[config.mk]
export PLATFORM = sky130hd
export DESIGN_NAME = interrupt_controller
export DESIGN_NICKNAME = d
export VERILOG_FILES = /design/src/rtl/interrupt_controller_pkg.sv /design/src/rtl/int_priority_encoder.sv /design/src/rtl/interrupt_controller.sv
export SDC_FILE = /design/constraint.sdc
export NUM_CORES = 1
export LEC_CHECK = 0
export ABC_CLOCK_PERIOD_IN_PS = 2000
export CAP_MARGIN = 10
export CORE_MARGIN = 2
export CORE_UTILIZATION = 40
export CTS_BUF_LIST = sky130_fd_sc_hd__clkbuf_4
export CTS_CLUSTER_SIZE = 30
export DETAILED_ROUTE_END_ITERATION = 7
export PLACE_DENSITY = 0.8
export SLEW_MARGIN = 15
export SYNTH_ARGS = -nofsm -noshare
export SYNTH_HDL_FRONTEND = slang
export SYNTH_SLANG_ARGS = --single-unit
[constraint.sdc]
create_clock -name clock -period 2 [get_ports clock]
set_input_delay 0.2 -clock clock [delete_from_list [all_inputs] [get_ports clock]]
set_output_delay 0.2 -clock clock [all_outputs]
set_load 0.02 [all_outputs]
[src/rtl/interrupt_controller_pkg.sv]
// rtl/interrupt_controller_pkg.sv - shared addresses, source indices, FSM states and vector helper
package interrupt_controller_pkg;

   localparam logic [15:0] IF_ADDR = 16'hFF0F;
   localparam logic [15:0] IE_ADDR = 16'hFFFF;

   localparam int INT_VBLANK = 0;
   localparam int INT_STAT   = 1;
   localparam int INT_TIMER  = 2;
   localparam int INT_SERIAL = 3;
   localparam int INT_JOYPAD = 4;

   typedef enum logic [1:0] {
      IDLE,
      REQ,
      ACK
   } int_state_e;

   function automatic logic [7:0] vector_of(input logic [7:0] base, input int stride, input int idx);
      return 8'(int'(base) + idx * stride);
   endfunction

endpackage

[src/rtl/int_priority_encoder.sv]
// rtl/int_priority_encoder.sv - lowest-set-bit index with valid flag
module int_priority_encoder #(
   parameter int NUM_SRC = 5,
   parameter int IDX_W   = (NUM_SRC > 1) ? $clog2(NUM_SRC) : 1
) (
   input  logic [NUM_SRC-1:0] req,
   output logic [IDX_W-1:0]   idx,
   output logic               valid
);

   // Scan downward so the lowest set bit is the last one written.
   always_comb begin
      idx   = '0;
      valid = 1'b0;
      for (int i = NUM_SRC - 1; i >= 0; i--) begin
         if (req[i]) begin
            idx   = IDX_W'(i);
            valid = 1'b1;
         end
      end
   end

endmodule

[src/rtl/interrupt_controller.sv]
// rtl/interrupt_controller.sv - IF/IE registers, prioritised CPU request and per-source acknowledge
// Optional: INT_WAKE_OUTPUT_EN adds a registered wake output equal to |(IF & IE).
module interrupt_controller
   import interrupt_controller_pkg::*;
#(
   parameter int          NUM_SRC       = 5,
   parameter logic [7:0]  VECTOR_BASE   = 8'h40,
   parameter int          VECTOR_STRIDE = 8
) (
   input  logic               clock,
   input  logic               reset,
   input  logic [NUM_SRC-1:0] src_req,
   output logic [NUM_SRC-1:0] src_ack,
   output logic               cpu_irq,
   output logic [7:0]         cpu_vector,
   input  logic               cpu_ack,
`ifdef INT_WAKE_OUTPUT_EN
   output logic               wake,
`endif
   input  logic [15:0]        A,
   input  logic [7:0]         Di,
   output logic [7:0]         Do,
   input  logic               wr_n,
   input  logic               rd_n,
   input  logic               cs
);

   localparam int IDX_W = (NUM_SRC > 1) ? $clog2(NUM_SRC) : 1;

   if (int'(VECTOR_BASE) + (NUM_SRC - 1) * VECTOR_STRIDE > 255) begin : g_bad_vector
      $error("interrupt_controller: highest vector does not fit in 8 bits");
   end
   if (NUM_SRC < 1 || NUM_SRC > 8) begin : g_bad_num_src
      $error("interrupt_controller: NUM_SRC must be 1..8");
   end

   logic [NUM_SRC-1:0] if_reg, ie_reg, src_req_d;
   logic [NUM_SRC-1:0] rise, svc_clr, if_nxt, pending, di_src;
   logic [NUM_SRC-1:0] ack_nxt;
   logic [IDX_W-1:0]   win_idx, win_nxt, enc_idx;
   logic               enc_valid, irq_nxt, wr_if_hit, wr_ie_hit, rd_hit, withdraw;
   logic [7:0]         vec_nxt, rd_if, rd_ie;
   logic               unused_di;
   int_state_e         state, state_nxt;

   assign di_src    = Di[NUM_SRC-1:0];
   assign unused_di = &Di;
   assign wr_if_hit = cs & ~wr_n & (A == IF_ADDR);
   assign wr_ie_hit = cs & ~wr_n & (A == IE_ADDR);
   assign rd_hit    = cs & wr_n & ~rd_n;
   assign rise      = src_req & ~src_req_d;
   assign pending   = if_reg & ie_reg;

   // Edge set beats service clear, which beats a CPU write, bit by bit.
   assign if_nxt = rise | (~svc_clr & (wr_if_hit ? di_src : if_reg));

   // A CPU write that clears the in-flight source's IF or IE bit cancels the request.
   assign withdraw = (wr_if_hit | wr_ie_hit) & ~di_src[win_idx];

   always_comb begin
      rd_if = 8'hFF;
      rd_if[NUM_SRC-1:0] = if_reg;
      rd_ie = 8'h00;
      rd_ie[NUM_SRC-1:0] = ie_reg;
   end

   int_priority_encoder #(
      .NUM_SRC (NUM_SRC),
      .IDX_W   (IDX_W)
   ) u_enc (
      .req   (pending),
      .idx   (enc_idx),
      .valid (enc_valid)
   );

   always_comb begin
      state_nxt = state;
      irq_nxt   = cpu_irq;
      vec_nxt   = cpu_vector;
      win_nxt   = win_idx;
      ack_nxt   = '0;
      svc_clr   = '0;
      case (state)
         IDLE: begin
            if (enc_valid) begin
               win_nxt   = enc_idx;
               vec_nxt   = vector_of(VECTOR_BASE, VECTOR_STRIDE, int'(enc_idx));
               irq_nxt   = 1'b1;
               state_nxt = REQ;
            end
         end
         REQ: begin
            if (cpu_ack) begin
               irq_nxt          = 1'b0;
               svc_clr[win_idx] = 1'b1;
               ack_nxt[win_idx] = 1'b1;
               state_nxt        = ACK;
            end else if (withdraw) begin
               irq_nxt   = 1'b0;
               state_nxt = IDLE;
            end
         end
         ACK: begin
            if (!cpu_ack) state_nxt = IDLE;
         end
         default: state_nxt = IDLE;
      endcase
   end

   always_ff @(posedge clock or posedge reset) begin
      if (reset) begin
         state      <= IDLE;
         win_idx    <= '0;
         cpu_irq    <= 1'b0;
         cpu_vector <= 8'h00;
         src_ack    <= '0;
      end else begin
         state      <= state_nxt;
         win_idx    <= win_nxt;
         cpu_irq    <= irq_nxt;
         cpu_vector <= vec_nxt;
         src_ack    <= ack_nxt;
      end
   end

   always_ff @(posedge clock or posedge reset) begin
      if (reset) begin
         if_reg    <= '0;
         ie_reg    <= '0;
         src_req_d <= '0;
         Do        <= 8'h00;
      end else begin
         src_req_d <= src_req;
         if_reg    <= if_nxt;
         if (wr_ie_hit) ie_reg <= di_src;
         if (rd_hit) begin
            if (A == IF_ADDR)      Do <= rd_if;
            else if (A == IE_ADDR) Do <= rd_ie;
         end
      end
   end

`ifdef INT_WAKE_OUTPUT_EN
   always_ff @(posedge clock or posedge reset) begin
      if (reset) wake <= 1'b0;
      else       wake <= |pending;
   end
`endif

endmodule

==> out/summary.md, run 1 <==
The post-synthesis cell count is 146. The initial utilization of the core area, before any placement, comes to 41.7%. Entering global routing, the biggest net connects 34 pins.

The floorplan step defined a die boundary enclosing 0.00471 mm². The repair_antennas step left the layout with diodes totalling 0. For the finished layout, the period the worst path requires is 1.91 ns. The final routed wire length divided by cell count was 14.4 µm. The total number of clock tree sinks came out at 33. The flow ran to the end, and the final reports show no timing, DRC or antenna violations. In the routed design, unresolved DRC markers number 0.

The register with the most flip-flops in the final layout is Do. The register bit count reported by yosys was 33. Class of the worst hold path: input pin to asynchronous set/reset pin. The number of buffers inserted to repair setup after CTS was 0. The dominant register cell in the synthesized netlist was dfrtp_1.

The tools report the timing-limited maximum frequency as 522 MHz. Summed over all instances, the cell type with the most area after synthesis is dfrtp_1. The synthesized area divided by synthesized cell count was 11.4 µm²; the number of library cell types mapped by synthesis was 43. Data on the critical path is required at its endpoint by 2.22 ns. STA puts the critical path data arrival time at 2.13 ns. Measured along the y axis, the die boundary spans 68.6 µm. For the pin with the worst max-slew slack, the measured transition is 0.545 ns. The worst register-to-register path ends at win_idx[0]. In this run the worst path has a maximum fanout of 5. The floorplan row count came out at 23.

The number of hold violations in the final report is 0. Summing the sequential cell areas from Yosys gives 49.5% of the chip area. The worst register-to-register path has a depth of 3. The master of the slowest instance on the critical path was or4_4.

The final layout contains routed wiring with a total length of 3730 µm. The tools report the maximum resistive drop on vdd as 0.286 mV. The run gives 1318 as the via count of the first global-routing pass. TritonCTS built the clock tree.

The fraction of layout instances using a drive strength above 1 was 18.7%; the global-route usage over all layers was 17.9%. The setup path with the least slack is of type input pin to flip-flop. The first-iteration detailed-routing DRC count was 49; the count of antenna-violating nets left after detailed routing was 0.

Max-cap violations in this run came to 0. In the final design database the tool counted 245 nets. For the largest clock skew in the final design, the log shows 0.00522 ns.

The area share of the largest cell type after synthesis came out at 49.5%. Measured along the x axis, the die boundary spans 68.6 µm. The count of final max-slew check failures is 0. The number of setup violations in the final report came out at 0.

In this run the tightest slew margin relative to its limit is 63.4%. Clock-pin slew of the registers on the worst-case setup and hold paths: 0.09 ns. The number of buffers created by CTS was 5; the count of buffers from port buffering was 49. In the post-synthesis netlist, the cell with the most instances is dfrtp_1.

In this run the static leakage power is 0.00106 µW. The post-DP HPWL was 2960 µm; the total power per unit cell area was 489 mW/mm². Summed over all layers, the global routing overflow is 0. Ranked by total cell area, the synthesized netlist is headed by dfrtp_1, mux2_4, o211ai_1. Across all register-to-register paths, the minimum setup slack is 0.33 ns. The tools report the worst-skew pair later-pin latency as 0.33 ns. The logs give 0.822 for the global placement routability congestion and 0.00400 mm² for the total core area.

The worst stage delay on the critical path is 0.53 ns, and the number of ports placed on the die boundary is 57. Capturing element type of the critical path: a flip-flop. Number of antenna violations at the first check in global routing: 0. The critical path startpoint category was an input pin. The routed layout has 1392 vias.

For this run, the number of Yosys warnings is 0. The H-tree generated during clock tree synthesis spans 2 levels. In this run the cell area of the synthesized design comes to 0.00167 mm². The first global-routing pass estimated 6110 µm of wire. The tree is rooted in a clkbuf_4. The logs give 4 for the count of TritonRoute iterations in the first routing pass and 0.246 ns for the worst hold-check slack. Setup repair after global routing left no endpoint under its margin.

The register with the most flip-flops in the layout has 6 of them. No sink is reached through more buffers than the 2 on the longest clock path. The commonest cells after synthesis are dfrtp_1, inv_1, o211ai_1. In the routed layout, each cell is associated on average with a via count of 5.37. Tracing the worst setup path back leads to its startpoint at A[3]. Yosys mapped a number of flops with a built-in enable equal to 0. Worst reg2reg path startpoint: if_reg[1]. Including well taps, the total number of placed cells is 253. The portion of the clock cycle consumed by the worst path in the final layout was 95.7%; the area growth from synthesis to final layout was 39.2%. The filler-free cell count of the finished design came out at 259. Traced cell by cell, the critical path runs through clkdlybuf4s50_1 -> nand4_2 -> or4_4 -> or3_1 -> mux2_4.

The share of synthesized registers carrying an async set or reset came out at 100%.
-- cells by family after synthesis --
group	after synthesis	synth area share (%)
AO/OA/AOI/OAI	32	14.5
XOR/XNOR	1	0.525
buffers and inverters	23	7.05
flip-flops	33	49.5
multiplexers	17	13.3
other	1	0.225
AND/OR/NAND/NOR	39	14.9
-- routing by layer --
| metal | vias to the layer above | wire length, µm | GRT usage, % |
|---|---|---|---|
| li1 | 661 | - | - |
| met1 | 669 | 1520 | 22.4 |
| met2 | 58 | 1920 | 30.4 |
| met3 | 4 | 269 | 5.36 |
| met4 | 0 | 23 | 4.00 |
| met5 | - | 0 | 0 |
-- worst max-delay path by stage --
| stage | depth (start not counted) | slack (ns) | endpoint |
|---|---|---|---|
| floorplan | 5 | 0.14 | Do[0] |
| global placement | 6 | -0.28 | Do[2] |
| detailed placement | 6 | -0.34 | Do[3] |
| CTS | 6 | 0.01 | Do[3] |
| global route | 6 | 0.02 | Do[3] |
| finish | 5 | 0.09 | ie_reg[4] |
-- critical path: cells and delay by family --
| kind | cells | cell delay (ns) |
|---|---|---|
| simple gates | 3 | 1.11 |
| buf+inv | 1 | 0.47 |
| mux | 1 | 0.34 |
-- cells in the final DEF, fill, tap and decap left out, types with 2 or more instances in the layout --
cell             instances
clkdlybuf4s50_1         49
dfrtp_1                 33
buf_4                   15
inv_1                   12
o211ai_1                10
nand3_1                  7
nand2_1                  7
nand4_1                  6
a32oi_1                  6
mux2_2                   6
mux2_4                   5
mux2_1                   5
clkbuf_4                 5
conb_1                   4
nor2b_1                  3
nor2_1                   3
a21oi_1                  3
or4_4                    2
o31ai_1                  2
a22oi_1                  2
a31oi_1                  2
nand3b_1                 2
-- stage by stage --
| step | TNS, ns | power, µW | instance area, µm² | setup slack [ns] | util (%) |
|---|---|---|---|---|---|
| 2_1_floorplan | 0 | 733 | 1680 | 0.141 | - |
| 5_1_grt | 0 | 1180 | 2320 | 0.0171 | 58.1 |
| 3_3_place_gp | -3.14 | 819 | 2280 | -0.285 | 56.9 |
| 3_5_place_dp | -3.70 | 821 | 2280 | -0.341 | 56.9 |
| 6_report | 0 | 1140 | 2320 | 0.0858 | 58.1 |
| 4_1_cts | 0 | 1150 | 2320 | 0.0121 | 58.0 |
-- power by group --
part	internal [µW]	total, µW	switching (µW)
logic	75.5	132	56.0
registers	673	675	2.36
clock network	122	328	206
total	870	1140	265
-- layout make-up --
class | count | area, µm²
Clock inverter | 1 | 5.00
Sequential cell | 33 | 826
Multi-Input combinational cell | 93 | 741
Timing Repair Buffer | 64 | 603
Fill cell | 358 | 1680
Inverter | 13 | 48.8
Clock buffer | 5 | 37.5
Tap cell | 50 | 62.6
-- repair_timing --
| action | 4_1_cts | 5_1_grt |
|---|---|---|
| hold buffers | 0 | 0 |
| gates resized for setup | 0 | 1 |
| endpoints found under the hold margin | 0 | 0 |
| setup endpoints to repair | 0 | 5 |
(Power assumes the default switching activity.)
==> inputs of run 2 (changes only) <==
--- a/config.mk
+++ b/config.mk
@@ -7,6 +7,7 @@
 export LEC_CHECK = 0
 export ABC_CLOCK_PERIOD_IN_PS = 2000
 export CAP_MARGIN = 10
+export CORE_ASPECT_RATIO = 1.4
 export CORE_MARGIN = 2
 export CORE_UTILIZATION = 40
 export CTS_BUF_LIST = sky130_fd_sc_hd__clkbuf_4
==> out/summary.md, run 2 (synthesized netlist as in run 1, its figures left out) <==
Antenna diode instance count: 0 (unchanged). The global-route usage over all layers is 19.9% (was 17.9%). The run gives 2 (unchanged) as the count of H-tree levels built during CTS. TritonCTS built the clock tree.

The final cell area excluding filler cells was 0.00239 mm² (was 0.00232 mm²); the number of setup violations in the final report was 0 (unchanged). The via density per instance came out at 5.62 (was 5.37). The most common library cell in the layout ignoring fill and taps was clkdlybuf4s50_1 (unchanged). For the met1 global-route usage, the log shows 20.8% (was 22.4%). The logs give 0 (unchanged) for the number of hold violations in the final report and 256 (was 259) for the filler-free cell count of the finished design.

The number of maximum-capacitance constraint violations is 0 (unchanged). Ordered list of cells on the worst path: clkdlybuf4s50_1 -> or4_4 -> nor4_4 -> buf_4 -> mux2_4 -> mux2_2 (was clkdlybuf4s50_1 -> nand4_2 -> or4_4 -> or3_1 -> mux2_4). The tools report the largest clock skew in the final design as 0.00999 ns (was 0.00522 ns). Die height: 80.4 µm (was 68.6 µm). The total number of nets in the final design came out at 247 (was 245).

The via count is 1439 (was 1392), and the number of flip-flops under the largest register name is 6 (unchanged). The data required time of the critical path is 2.22 ns (about the same). Worst stage delay on the critical path: 0.51 ns (was 0.53 ns). For the total core area, the log shows 0.00399 mm² (was 0.00400 mm²). The tools report the capturing element type of the critical path as a flip-flop (unchanged). The run gives 1477 (was 1318) as the via count of the first global-routing pass. The number of antenna violations at the first check in global routing came out at 0 (unchanged). The maximum number of pins on one net before global-route repair came out at 34 (unchanged). The count of antenna-violating nets left after detailed routing is 0 (unchanged). The first-pass GRT wire length is 6810 µm (was 6110 µm), and the total number of clock tree sinks is 33 (unchanged).

The master of the slowest instance on the critical path is or4_4 (unchanged). The number of ports placed on the die boundary is 57 (unchanged). The worst-skew pair later-pin latency was 0.33 ns (about the same).

Maximum resistive drop on vdd: 0.436 mV (was 0.286 mV). The total power per unit cell area is 543 mW/mm² (was 489 mW/mm²). The portion of the clock cycle consumed by the worst path in the final layout came out at 98.3% (was 95.7%). The run finished, with violations left.

The worst relative slew slack was 64.0% (was 63.4%). The floorplan row count was 27 (was 23); the count of TritonRoute iterations in the first routing pass was 6 (was 4). For the standby leakage power, the log shows 0.00110 µW (was 0.00106 µW). The fraction of met2 tracks used by global routing is 35.4% (was 30.4%), and the cell area reported after detailed placement is 0.00228 mm² (about the same). For the die outline area, the log shows 0.00471 mm² (about the same).

Highest-utilization routing layer at the global route stage: met2 (unchanged). The run gives 3190 µm (was 2960 µm) as the post-DP HPWL. Effective utilization at floorplan: 41.9% (was 41.7%). For the routing usage on met3, the log shows 4.99% (was 5.36%). The DRC violations left came out at 3 (was 0). The count of buffers from port buffering came out at 49 (unchanged).

Highest-count cells in the layout ignoring fill and taps: clkdlybuf4s50_1, dfrtp_1, buf_4, inv_1, o211ai_1 (unchanged). The die outline width came out at 58.6 µm (was 68.6 µm). The timing-limited maximum frequency came out at 509 MHz (was 522 MHz).

The number of buffers on the longest clock path was 2 (unchanged); the final routed wire length divided by cell count was 16.1 µm (was 14.4 µm). The global placement routability congestion was 0.849 (was 0.822); the aggregate global routing overflow was 0 (unchanged). Biggest fanout along the worst timing path: 4 (was 5). The class of the worst hold path is input pin to asynchronous set/reset pin (unchanged).

The critical path startpoint category is an input pin (unchanged). The tools report the number of placed instances with taps included as 247 (was 253). The logs give 0.0340 ns (was 0.0858 ns) for the worst-case setup margin in the final layout and 1300 µW (was 1140 µW) for the total design power. Root buffer selected by CTS: clkbuf_4 (unchanged). The setup slack at placement came out at -0.281 ns (was -0.341 ns). The area growth from synthesis to final layout was 43.0% (was 39.2%). The checks that failed: design-rule violations. For the number of buffers created by CTS, the log shows 5 (unchanged). The fraction of layout instances using a drive strength above 1 is 21.6% (was 18.7%), and the slew at the pin closest to its max-slew limit is 0.536 ns (was 0.545 ns). The start-to-end type of the worst setup path is input pin to flip-flop (unchanged).

The tools report the count of final max-slew check failures as 0 (unchanged). The clock-pin slew of the registers on the worst-case setup and hold paths is 0.10 ns (was 0.09 ns). The final critical path time including I/O delays and setup works out to 1.97 ns (was 1.91 ns).

The routed wire length was 4120 µm (was 3730 µm). The largest register by flop count was Do (unchanged). The run gives 2.19 ns (was 2.13 ns) as the data arrival time of the critical path. For the first-iteration detailed-routing DRC count, the log shows 63 (was 49).
run 2: through the flow:
step                      setup TNS, ns  utilization (%)  hold WS, ns
final                                 0             59.9        0.244
after global routing            -0.0236             59.9        0.247
after CTS                             0             59.1        0.245
after detailed placement          -3.10             57.1        0.466
after global placement            -2.69             57.1        0.454
after floorplan                       0                -        0.231
run 2: power by group:
part,total (µW),switching [µW],internal [µW]
Combinational,134,58.2,76.1
Clock,486,212,274
Sequential,675,2.40,673
run 2: cell type report:
class / instances / area, µm²
Inverter: 13 / 48.8
Clock buffer: 6 / 45.0
Multi-Input combinational cell: 93 / 756
Tap cell: 43 / 53.8
Clock inverter: 2 / 33.8
Sequential cell: 33 / 826
Fill cell: 341 / 1600
Timing Repair Buffer: 66 / 623
run 2: critical path: cells and delay by family:
kind	cells	cell delay [ns]
mux	2	0.56
buf+inv	2	0.61
simple gates	2	0.82
run 2: timing repair:
| action | in CTS | in global routing |
|---|---|---|
| gates resized for setup | 0 | 7 |
| hold buffers | 0 | 0 |
| setup buffers | 0 | 1 |
| setup endpoints to repair | 0 | 1 |
| endpoints found under the hold margin | 0 | 0 |
run 2: path summary, 6_finish.rpt:
| check | start | to | slack [ns] | cells past startpoint |
|---|---|---|---|---|
| max in group asynchronous | reset | state[1] | 1.46 | 3 |
| min in group clock | src_req[3] | src_req_d[3] | 0.33 | 1 |
| setup reg to reg | if_reg[1] | win_idx[0] | 0.33 | 3 |
| setup / recovery | A[7] | Do[3] | 0.03 | 6 |
| hold reg to reg | cpu_vector[6] | cpu_vector[6] | 0.47 | 1 |
| hold / removal | reset | src_req_d[3] | 0.24 | 3 |
run 2: routing by layer:
layer	vias to the layer above	share of wire, %
met5	-	0
met2	65	54
li1	673	-
met3	11	6.6
met1	690	36
met4	0	3.7
==> inputs of run 3 (changes only) <==
==> constraint.sdc (replaced) <==
create_clock -name clock -period 2 [get_ports clock]
set_input_delay 0.3 -clock clock [delete_from_list [all_inputs] [get_ports clock]]
set_output_delay 0.3 -clock clock [all_outputs]
set_load 0.02 [all_outputs]
==> out/summary.md, run 3 (synthesized netlist as in run 1, its figures left out) <==
Via count: 1508 (was 1439). The fraction of layout instances using a drive strength above 1 is 23.1% (was 21.6%). Maximum resistive drop on vdd: 0.395 mV (was 0.436 mV). The run gives 270 µW (was 273 µW) as the switching power.

The total core area came out at 0.00399 mm² (unchanged). The run gives 30.1% (was 37.5%) as the proportion of power drawn by the clock network. The tools report the die outline area as 0.00471 mm² (unchanged). The via count of the first global-routing pass was 1532 (was 1477). For the count of TritonRoute iterations in the first routing pass, the log shows 6 (unchanged). The logs give 27 (unchanged) for the floorplan row count and 0.00231 mm² (was 0.00228 mm²) for the cell area reported after detailed placement. The portion of the clock cycle consumed by the worst path in the final layout works out to 96.4% (was 98.3%). The number of buffers on the longest clock path came out at 2 (unchanged). The biggest fanout along the worst timing path was 5 (was 4); the worst relative slew slack was 62.5% (was 64.0%). The class of the worst hold path was input pin to asynchronous set/reset pin (unchanged). The effective utilization at floorplan was 41.9% (unchanged). Timing-limited maximum frequency: 519 MHz (was 509 MHz). The die height was 80.4 µm (unchanged); the switching power share of the total was 23.3% (was 21.1%). The first-pass GRT wire length is 6970 µm (was 6810 µm), and the count of final max-slew check failures is 0 (unchanged). The run gives 5 (unchanged) as the number of buffers created by CTS. Violations in the final reports: design-rule violations (unchanged). TritonCTS built the clock tree. The logs give 259 (was 256) for the filler-free cell count of the finished design and 0 ns (unchanged) for the setup TNS after final layout. The logs give 33 (unchanged) for the total number of clock tree sinks and 36 (was 63) for the first-iteration detailed-routing DRC count. The global placement routability congestion came out at 0.840 (was 0.849). For the routed wire length, the log shows 4260 µm (was 4120 µm). The run finished, with violations left.

The clock-pin slew of the registers on the worst-case setup and hold paths is 0.10 ns (about the same), and the final routed wire length divided by cell count is 16.5 µm (was 16.1 µm). The total power per unit cell area came out at 487 mW/mm² (was 543 mW/mm²). The internal power came out at 891 µW (was 1020 µW).

The standby leakage power was 0.00109 µW (was 0.00110 µW); the number of flip-flops under the largest register name was 6 (unchanged). The run gives 0 (unchanged) as the count of antenna-violating nets left after detailed routing. Slew at the pin closest to its max-slew limit: 0.558 ns (was 0.536 ns). The logs give 0 (unchanged) for the number of setup violations in the final report and 0.00990 ns (was 0.00999 ns) for the largest clock skew in the final design.

The logs give 0.374 ns (was 0.244 ns) for the worst hold-check slack and 58.2% (was 52.1%) for the power share of the sequential group. Total number of nets in the final design: 251 (was 247). Final cell area excluding filler cells: 0.00239 mm² (unchanged).

Data arrival time of the critical path: 2.15 ns (was 2.19 ns). Start-to-end type of the worst setup path: input pin to flip-flop (unchanged). For the aggregate global routing overflow, the log shows 0 (unchanged). Highest-count cells in the layout ignoring fill and taps: clkdlybuf4s50_1, dfrtp_1, buf_4, inv_1, o211ai_1 (unchanged). The number of buffers inserted for hold repair after clock tree synthesis was 0 (unchanged). The largest register by flop count was Do (unchanged). The tools report the root buffer selected by CTS as clkbuf_4 (unchanged). The utilization after layout was 59.9% (unchanged). Critical path startpoint category: an input pin (unchanged). Setup repair after global routing left no endpoint under its margin. For the data required time of the critical path, the log shows 2.22 ns (about the same).

For the area taken by multi-input logic gates, the log shows 761 µm² (was 756 µm²). The logs give 0 (unchanged) for the number of maximum-capacitance constraint violations and 0.33 ns (about the same) for the worst-skew pair later-pin latency. The number of inserted filler cells in the final layout was 353 (was 341); the final critical path time including I/O delays and setup was 1.93 ns (was 1.97 ns).

The capturing element type of the critical path was a flip-flop (unchanged). The area growth from synthesis to final layout is 43.0% (unchanged). The via density per instance is 5.82 (was 5.62), and the count of H-tree levels built during CTS is 2 (unchanged).

The run gives 0 (unchanged) as the number of hold violations in the final report. The die outline width came out at 58.6 µm (unchanged). The logs give 20.0% (was 19.9%) for the global-route usage over all layers and 3230 µm (was 3190 µm) for the post-DP HPWL.

The area occupied by registers was 826 µm² (unchanged); the count of buffers from port buffering was 49 (unchanged). The tools report the number of placed instances with taps included as 251 (was 247). The tools report the DRC violations left as 3 (unchanged).

The most common library cell in the layout ignoring fill and taps was clkdlybuf4s50_1 (unchanged). The logs give 0 (unchanged) for the number of antenna violations at the first check in global routing and 57 (unchanged) for the number of ports placed on the die boundary. The maximum number of pins on one net before global-route repair was 34 (unchanged).

Share of power burned in combinational logic: 11.7% (was 10.4%). The run gives 0 (unchanged) as the antenna diode instance count.
run 3: cell types whose count changed in the layout (fill, tap and decap cells not counted):
| cell | before | now |
|---|---|---|
| buf_4 | 17 | 20 |
| buf_6 | 0 | 1 |
| bufinv_16 | 1 | 0 |
| clkdlybuf4s50_1 | 47 | 46 |
| dlygate4sd2_1 | 0 | 3 |
| dlymetal6s2s_1 | 2 | 0 |
| or3_1 | 1 | 0 |
| or3_4 | 0 | 1 |
run 3: layout make-up:
type	instances	share of cell area [%]
Sequential cell	33	34.6
Multi-Input combinational cell	93	31.9
Timing Repair Buffer	70	27.2
Tap cell	43	2.25
Inverter	13	2.05
Clock buffer	6	1.89
Clock inverter	1	0.157
run 3: timing repair:
action                     CTS  global route
setup endpoints to repair    6             5
resized for setup            9             1
buffers inserted             1             0
cloned                       0             0
pin swaps                    2             1
run 3: worst max-delay path: stages:
cell and delay, ns:
clkdlybuf4s50_1 0.47, nand4_2 0.11, or4_4 0.54, or3_4 0.40, mux2_4 0.33
run 3: power by group through the flow:
stage               combinational, µW  sequential [µW]  clock [µW]
finish                            136              676         350
global route                      148              676         382
CTS                               137              676         353
detailed placement                138              689           0
global placement                  136              688           0
floorplan                        43.6              690           0
run 3: path summary, 6_finish.rpt:
path / start / endpoint / slack (ns) / cells past startpoint
setup / recovery: A[3] / ie_reg[4] / 0.07 / 5
hold / removal: reset / if_reg[1] / 0.37 / 3
setup reg to reg: win_idx[0] / state[0] / 0.28 / 4
hold reg to reg: cpu_vector[6] / cpu_vector[6] / 0.47 / 1
max in group asynchronous: reset / win_idx[1] / 1.32 / 3
min in group clock: src_req[1] / src_req_d[1] / 0.43 / 1
run 3: layer usage:
layer  wire length [µm]  global-route usage, %
met5                  0                      0
met1               1510                   20.9
met2               2210                   35.3
met4                197                   11.4
met3                345                   5.31
run 3: through the flow:
step / power (µW) / setup WS, ns
after CTS: 1170 / 0.0280
after global routing: 1210 / 0.0301
after floorplan: 733 / 0.0410
after detailed placement: 827 / -0.403
after global placement: 824 / -0.371
final: 1160 / 0.0721
